File: config.mk
export PLATFORM = sky130hd
export DESIGN_NAME = haraka_seq
export DESIGN_NICKNAME = d
export VERILOG_FILES = /design/src/rtl/haraka_seq.sv
export SDC_FILE = /design/constraint.sdc
export NUM_CORES = 2
export LEC_CHECK = 0
export BUFFER_PORTS_ARGS = -buffer_cell sky130_fd_sc_hd__buf_2
export CAP_MARGIN = 20
export CORE_AREA = 2 2 695 697
export DETAILED_ROUTE_END_ITERATION = 7
export DIE_AREA = 0 0 697 699
export PLACE_DENSITY = 0.3
export SYNTH_ARGS = -nofsm -noshare
export SYNTH_HDL_FRONTEND = slang
export SYNTH_SLANG_ARGS = --single-unit
File: constraint.sdc
create_clock -name CLK -period 2.39 [get_ports CLK]
set_clock_uncertainty 0.2 [all_clocks]
set_input_delay 0.1195 -clock CLK [delete_from_list [all_inputs] [get_ports CLK]]
set_output_delay 0.1195 -clock CLK [all_outputs]
set_load 0.05 [all_outputs]
File: src/rtl/haraka_seq.sv
// haraka_seq: steps an external combinational haraka_core through 5 rounds x 2 AES
//   sub-rounds, applying the lane mix after each round. It then applies the
//   feed-forward XOR and, in Haraka-512 mode, truncates the result to a 256-bit digest.
// Latency: 10 RUN cycles after the input handshake. out_valid is high in the cycle after the
//   last RUN edge. One hash is accepted every 12 cycles at best.
// Backpressure: DONE holds digest_out/out_valid until out_ready. in_valid is ignored
//   outside IDLE, and nothing is queued.
// Ports: CLK/RESET (sync, active-high); in_valid/in_ready/mode/msg_in (message in);
//   out_valid/out_ready/digest_out (digest out); core_* (round interface to haraka_core).
module haraka_seq (
  input  logic         CLK,
  input  logic         RESET,
  input  logic         in_valid,
  output logic         in_ready,
  input  logic         mode,
  input  logic [511:0] msg_in,
  output logic         out_valid,
  input  logic         out_ready,
  output logic [255:0] digest_out,
  output logic         core_hara_c,
  output logic [255:0] core_block_1,
  output logic [255:0] core_block_2,
  output logic [3:0]   core_round,
  output logic [1:0]   core_round_aes,
  input  logic [255:0] core_new_block_1,
  input  logic [255:0] core_new_block_2
);

  typedef enum logic [1:0] {S_IDLE, S_RUN, S_DONE} state_e;

  state_e       state_q, state_d;
  logic [511:0] st_q, st_d;
  logic [511:0] m_q, m_d;
  logic         mode_q, mode_d;
  logic [2:0]   r_q, r_d;
  logic         a_q, a_d;

  logic [511:0] nxt;
  logic [511:0] msg_masked;
  logic [511:0] ff;

  // Interleave the 32-bit words of a 256-bit half: w1..w8 -> w1,w5,w2,w6,w3,w7,w4,w8.
  function automatic logic [255:0] mix256(input logic [255:0] x);
    return {x[255:224], x[127:96], x[223:192], x[95:64],
            x[191:160], x[63:32],  x[159:128], x[31:0]};
  endfunction

  // 512-bit lane mix: w1..w16 -> w4,w12,w8,w16,w9,w1,w13,w5,w10,w2,w14,w6,w3,w11,w7,w15.
  function automatic logic [511:0] mix512(input logic [511:0] x);
    return {x[415:384], x[159:128], x[287:256], x[31:0],
            x[255:224], x[511:480], x[127:96],  x[383:352],
            x[223:192], x[479:448], x[95:64],   x[351:320],
            x[447:416], x[191:160], x[319:288], x[63:32]};
  endfunction

  assign nxt        = {core_new_block_1, core_new_block_2};
  // In 256 mode the lower half of the message never enters the state or the feed-forward.
  assign msg_masked = mode ? msg_in : {msg_in[511:256], 256'd0};

  always_comb begin
    state_d = state_q;
    st_d    = st_q;
    m_d     = m_q;
    mode_d  = mode_q;
    r_d     = r_q;
    a_d     = a_q;
    case (state_q)
      S_IDLE: begin
        if (in_valid) begin
          st_d    = msg_masked;
          m_d     = msg_masked;
          mode_d  = mode;
          r_d     = 3'd0;
          a_d     = 1'b0;
          state_d = S_RUN;
        end
      end
      S_RUN: begin
        if (!a_q) begin
          st_d = nxt;
          a_d  = 1'b1;
        end else begin
          st_d = mode_q ? mix512(nxt) : {mix256(nxt[511:256]), 256'd0};
          a_d  = 1'b0;
          if (r_q == 3'd4) begin
            r_d     = 3'd0;
            state_d = S_DONE;
          end else begin
            r_d = r_q + 3'd1;
          end
        end
      end
      S_DONE: begin
        if (out_ready) state_d = S_IDLE;
      end
      default: state_d = S_IDLE;
    endcase
  end

  always_ff @(posedge CLK) begin
    if (RESET) begin
      state_q <= S_IDLE;
      st_q    <= '0;
      m_q     <= '0;
      mode_q  <= 1'b0;
      r_q     <= 3'd0;
      a_q     <= 1'b0;
    end else begin
      state_q <= state_d;
      st_q    <= st_d;
      m_q     <= m_d;
      mode_q  <= mode_d;
      r_q     <= r_d;
      a_q     <= a_d;
    end
  end

  // Readiness depends only on the state flop. It is gated by RESET so that it reads 0
  // while reset is held.
  assign in_ready  = (state_q == S_IDLE) && !RESET;
  assign out_valid = (state_q == S_DONE);

  assign ff = st_q ^ m_q;
  always_comb begin
    digest_out = '0;
    if (state_q == S_DONE) begin
      digest_out = mode_q ? {ff[447:384], ff[319:256], ff[255:192], ff[127:64]}
                          : ff[511:256];
    end
  end

  // The core sees zeros outside RUN, so it stays quiet between hashes.
  assign core_hara_c    = mode_q;
  assign core_block_1   = (state_q == S_RUN) ? st_q[511:256] : '0;
  assign core_block_2   = (state_q == S_RUN) ? st_q[255:0]   : '0;
  assign core_round     = (state_q == S_RUN) ? {1'b0, r_q}   : 4'd0;
  assign core_round_aes = (state_q == S_RUN) ? {1'b0, a_q}   : 2'd0;

endmodule

-- Word level (Yosys, flattened, before mapping)
Index checks and enable logic that the tools add are counted.
- equal/unequal tests: 7
- bitwise logic cells: 1
- mux-type cells: 23
- add/subtract/negate cells: 1
- reductions and logical operators: 8
- operator list (operator ; number):
    $mux W512 ; 3
    $mux W256 ; 5
    $pmux W512 S2 ; 1
    $xor A512 B512 Y512 ; 1
    $mux W3 ; 4
    $mux W2 ; 4
    $ne A2 B2 Y1 const B ; 3
    $pmux W2 S3 ; 1
    $pmux W3 S2 ; 1
    $reduce_and A2 Y1 ; 2
    $reduce_and A4 Y1 ; 1
    $add A3 B1 Y3 const B ; 1
    $eq A3 B3 Y1 const B ; 1
    $mux W1 ; 3
    $reduce_and A3 Y1 ; 1
    $eq A2 B1 Y1 const B ; 1
    $eq A2 B2 Y1 const B ; 1
    $logic_not A2 Y1 ; 1
    $ne A2 B1 Y1 const B ; 1
    $pmux W1 S2 ; 1
    $reduce_bool A2 Y1 ; 1
    $logic_and A1 B1 Y1 ; 1
    $logic_not A1 Y1 ; 1
- bits of input ports: 1029
- flip-flop bits (word level): 1031

-- Logic depth before layout (Yosys ltp)
- depth after elaboration: 4
- mapped depth: 8

-- Least setup slack after synthesis
No wires, ideal clock.
- path kind: reg-to-output
- start point: reg mode_q (netlist: core_hara_c)
- end point: out digest_out[230]
- setup slack: -703 ps
- stages on the path, launching flop included: 8
- arrival time: 2774 ps
- data required time: 2071 ps
- path through: dfxtp_1 -> buf_2 -> buf_4 -> buf_4 -> buf_2 -> buf_4 -> nor2_1 -> a211oi_1
- cells in the longest elaborated chain, start to end: 2
- ends and longest elaborated chain (what ; RTL line ; text):
    start: declaration ; 34 ; logic mode_q, mode_d;
    start signal: assignment ; 112 ; mode_q <= mode_d;
    $mux W256 ; 127 ; digest_out = mode_q ? {ff[447:384], ff[319:256], ff[255:192], ff[127:64]}
    $mux W256 ; 126 ; if (state_q == S_DONE) begin
    end: declaration ; 19 ; output logic [255:0] digest_out,
Every way passes these cells.

-- Final worst setup path
- start point: reg state_q[0]
- end point: out digest_out[77]
- cells in the longest elaborated chain, start to end: 2
- ends and longest elaborated chain (what ; RTL line ; text):
    start: declaration ; 31 ; state_e state_q, state_d;
    start signal: assignment ; 109 ; state_q <= state_d;
    $eq A2 B2 Y1 ; 126 ;
    $mux W256 ; 126 ;
Every way passes these cells.

==> impl_results.md <==
* Status: finished, violations left
* Failing checks: setup timing
* PwrDens at 542.0 nW/µm²
* F_max at 333.6 MHz
* Routed Antenna Nets at 0
* Yosys reg bits at 903
* Overall routed net length at 672000 µm
* CTS Sinks at 903
* Core ar. at 480200 µm²
* Crit. End Element: primary output
* Worst EP arrival at 2680 ps
* Final GP Congestion at 0.9307
* Post-Synth Adder-Cell Area at 0.0004687
* Share of cells above drive strength 1 at 0.3007
* DRC Markers at 0
* Detailed Routing Iterations Pass 1 at 7
* Grt met3 use at 0.05920
* Mean Syn Cell Area at 7.343 µm²
* Required time of the critical path at 2070 ps
* Via/cell ratio at 4.252
* CP Buf/Inv Count at 3
* Overall power at 58.57 mW
* Crit-path max cell delay at 400 ps
* Final Hold Fails at 0
* WL/cell at 38.19 µm
* Static Leak at 44.89 nW
* Largest family of logic cells by synthesized area: simple AND/OR/NAND/NOR gates
* Max Cap Viol at 0
* Synth Area in Compound Gates at 0.2126
* Top Usage Layer GRT: met2
* Nets@finish at 11917
* Xor/xnor cell area share of the yosys netlist at 0.06300
* Number of synthesized flops with an enable pin at 0
* Grt met1 use at 0.3139
* Crit share post-route at 1.254
* Post-layout worst setup margin at -607.8 ps
* Vias in the first global route at 72256
* Area Overhead vs Synth at 102.4%
* Initial antenna violation count at 556
* Hold Crit Class: input port to flop
* Slew @ Worst Pin at 971.2 ps
* Worst Setup Start Kind: flop
* Seq/Total Area, Yosys at 0.3386
* Top delay family on crit path: buffers and inverters
* Setup violators final at 833
* DIE WIDTH at 697 µm
* Mapped Area at 53390 µm²
* IO Pins at 1806
* Vias post-DR at 74811
* Clk root buf: clkbuf_16
* CTS buffer count at 145
* Starting density of the core at 0.1112
* Max-slew violation count at 0
* Reg clk slew, reported paths at 60 ps
* Top post-synthesis cells by count: nand2_1, a21oi_1, dfxtp_1
* Clk_lat worst skew at 910 ps
* Top_reg_cell synth: dfxtp_1
* Max-slew headroom at 0.3479
* Asr flop ratio synth at 0
* Place WS at -363.7 ps
* Syn. warnings at 0
* CP max FO at 31
* Post-Synth Simple-Gate Area at 0.2629
* Worst path slowest cell: dfxtp_4
* Minimum clock period at 2998 ps
* Grt met2 use at 0.4429
* Multiplexer area fraction after synthesis at 0.04879
* Drt initial violations at 6333
* Fin util at 0.2250
* Area after DPL at 82680 µm²
* Count leader, synth: nand2_1
* Synth unique cells at 49
* Cells after synthesis at 7271
* Die Y at 699 µm
* Synth top area share at 0.3386
* Die area at 487200 µm²
* Post-DP HPWL at 549300 µm
* H-Tree Level Count at 4
* Worst VDD drop at 0.5128 mV
* Unrepaired setup endpoints after global routing: yes
* Crit path kind: flop to primary output
* Tot GR Track Use at 0.2610
* Largest area contributor in the netlist: dfxtp_1
* Crit-path cells: nand2b_4 -> buf_12 -> buf_12 -> a211oi_1 -> buf_4
* Grt ovf at 0
* Final instance area at 108100 µm²
* First-pass GRT wire length at 827900 µm
* Buffers on Ports at 1803
* Synth top area cells: dfxtp_1, a21oi_1, nand2_1
* Site Rows at 255
* Largest net degree at the start of global routing at 89
* CTS tree: done
* CP dominant cell by count: buf_12
* Clk buf depth at 4
state kept, by name, indices dropped and copies added, names as in the netlist:
name / count
m_q: 384
r_q: 3
state_q: 2
st_q: 512
a_q: 1
core_hara_c: 1
area by class of cell:
cell class                      instances  area [µm²]
Fill cell                           53578      372100
Clock inverter                         42       526.8
Antenna cell                          188       470.5
Timing Repair Buffer                 4189       42530
Clock buffer                          202        4145
Inverter                              198       769.5
Sequential cell                       903       18090
Multi-Input combinational cell       5449       33480
Tap cell                             6425        8039
power breakdown:
group | switching (mW) | internal [mW]
Combinational | 11.5 | 7.45
Clock | 9.73 | 12.7
Sequential | 1.13 | 16.1
what timing repair did:
| item | in CTS | in global routing |
|---|---|---|
| pin swaps | 39 | 31 |
| setup endpoints to repair | 793 | 966 |
| resized for setup | 478 | 364 |
| gates cloned | 27 | 23 |
| buffers inserted | 46 | 40 |
| hold buffers | 1545 | 0 |
| hold endpoints to repair | 903 | 0 |
stage by stage:
stage	TNS, ps	instances	hold slack, ps
6_report	-389270	17596	57.33
5_1_grt	-441530	17505	19.34
4_1_cts	-474720	17350	0.02909
3_5_place_dp	-1938	15489	182.5
3_3_place_gp	-1991	15488	177.8
2_1_floorplan	-47600	7272	55.47
worst paths after layout:
path         depth (start not counted)  slack, ps        endpoint   startpoint
max                                  5       -610  digest_out[77]   state_q[0]
min                                  4         60        m_q[222]  msg_in[222]
max reg2reg                          7       -380       st_q[390]  core_hara_c
min reg2reg                          2        260        m_q[222]     m_q[222]
cell usage in the layout (no fill, tap or decap), drive strengths merged, types with 3 or more instances in the layout:
master,Yosys,routed
buf,290,2603
dlygate4sd3,0,1545
nand2,932,932
a21oi,927,927
dfxtp,903,903
and2,515,515
and3,479,479
nor2,400,400
nor3,385,385
o21ai,380,380
clkbuf,432,232
a211oi,224,224
mux2i,222,222
a22oi,221,221
inv,197,202
xor2,192,192
xnor2,192,192
diode,0,188
a31oi,93,93
nand3,65,65
a2111oi,39,39
nor2b,35,35
mux2,34,34
a22o,31,31
o22ai,30,30
or3b,29,29
clkinv,1,29
bufbuf,0,11
bufinv,0,5
clkinvlp,0,4
nand2b,4,4
nor3b,4,4
a221oi,3,3
tightest hold or removal path, cell delays in order:
cell	delay, ps
dlygate4sd3_1	630
buf_2	160
nand2_1	70
a21oi_1	60
per-layer routing:
layer,share of wire,vias up
met4,0.055,184
met2,0.47,3633
li1,-,32582
met1,0.41,37122
met3,0.067,1290
met5,0.0017,-
logic make-up after synthesis:
| logic type | count (synthesis) |
|---|---|
| and+or+nand+nor | 2851 |
| adders and majority gates | 2 |
| AOI/OAI and AO/OA | 1954 |
| muxes | 256 |
| DFF | 903 |
| other | 1 |
| buffers and inverters | 920 |
| xor gates and xnor gates | 384 |
Power figures use the tool's default switching activity.
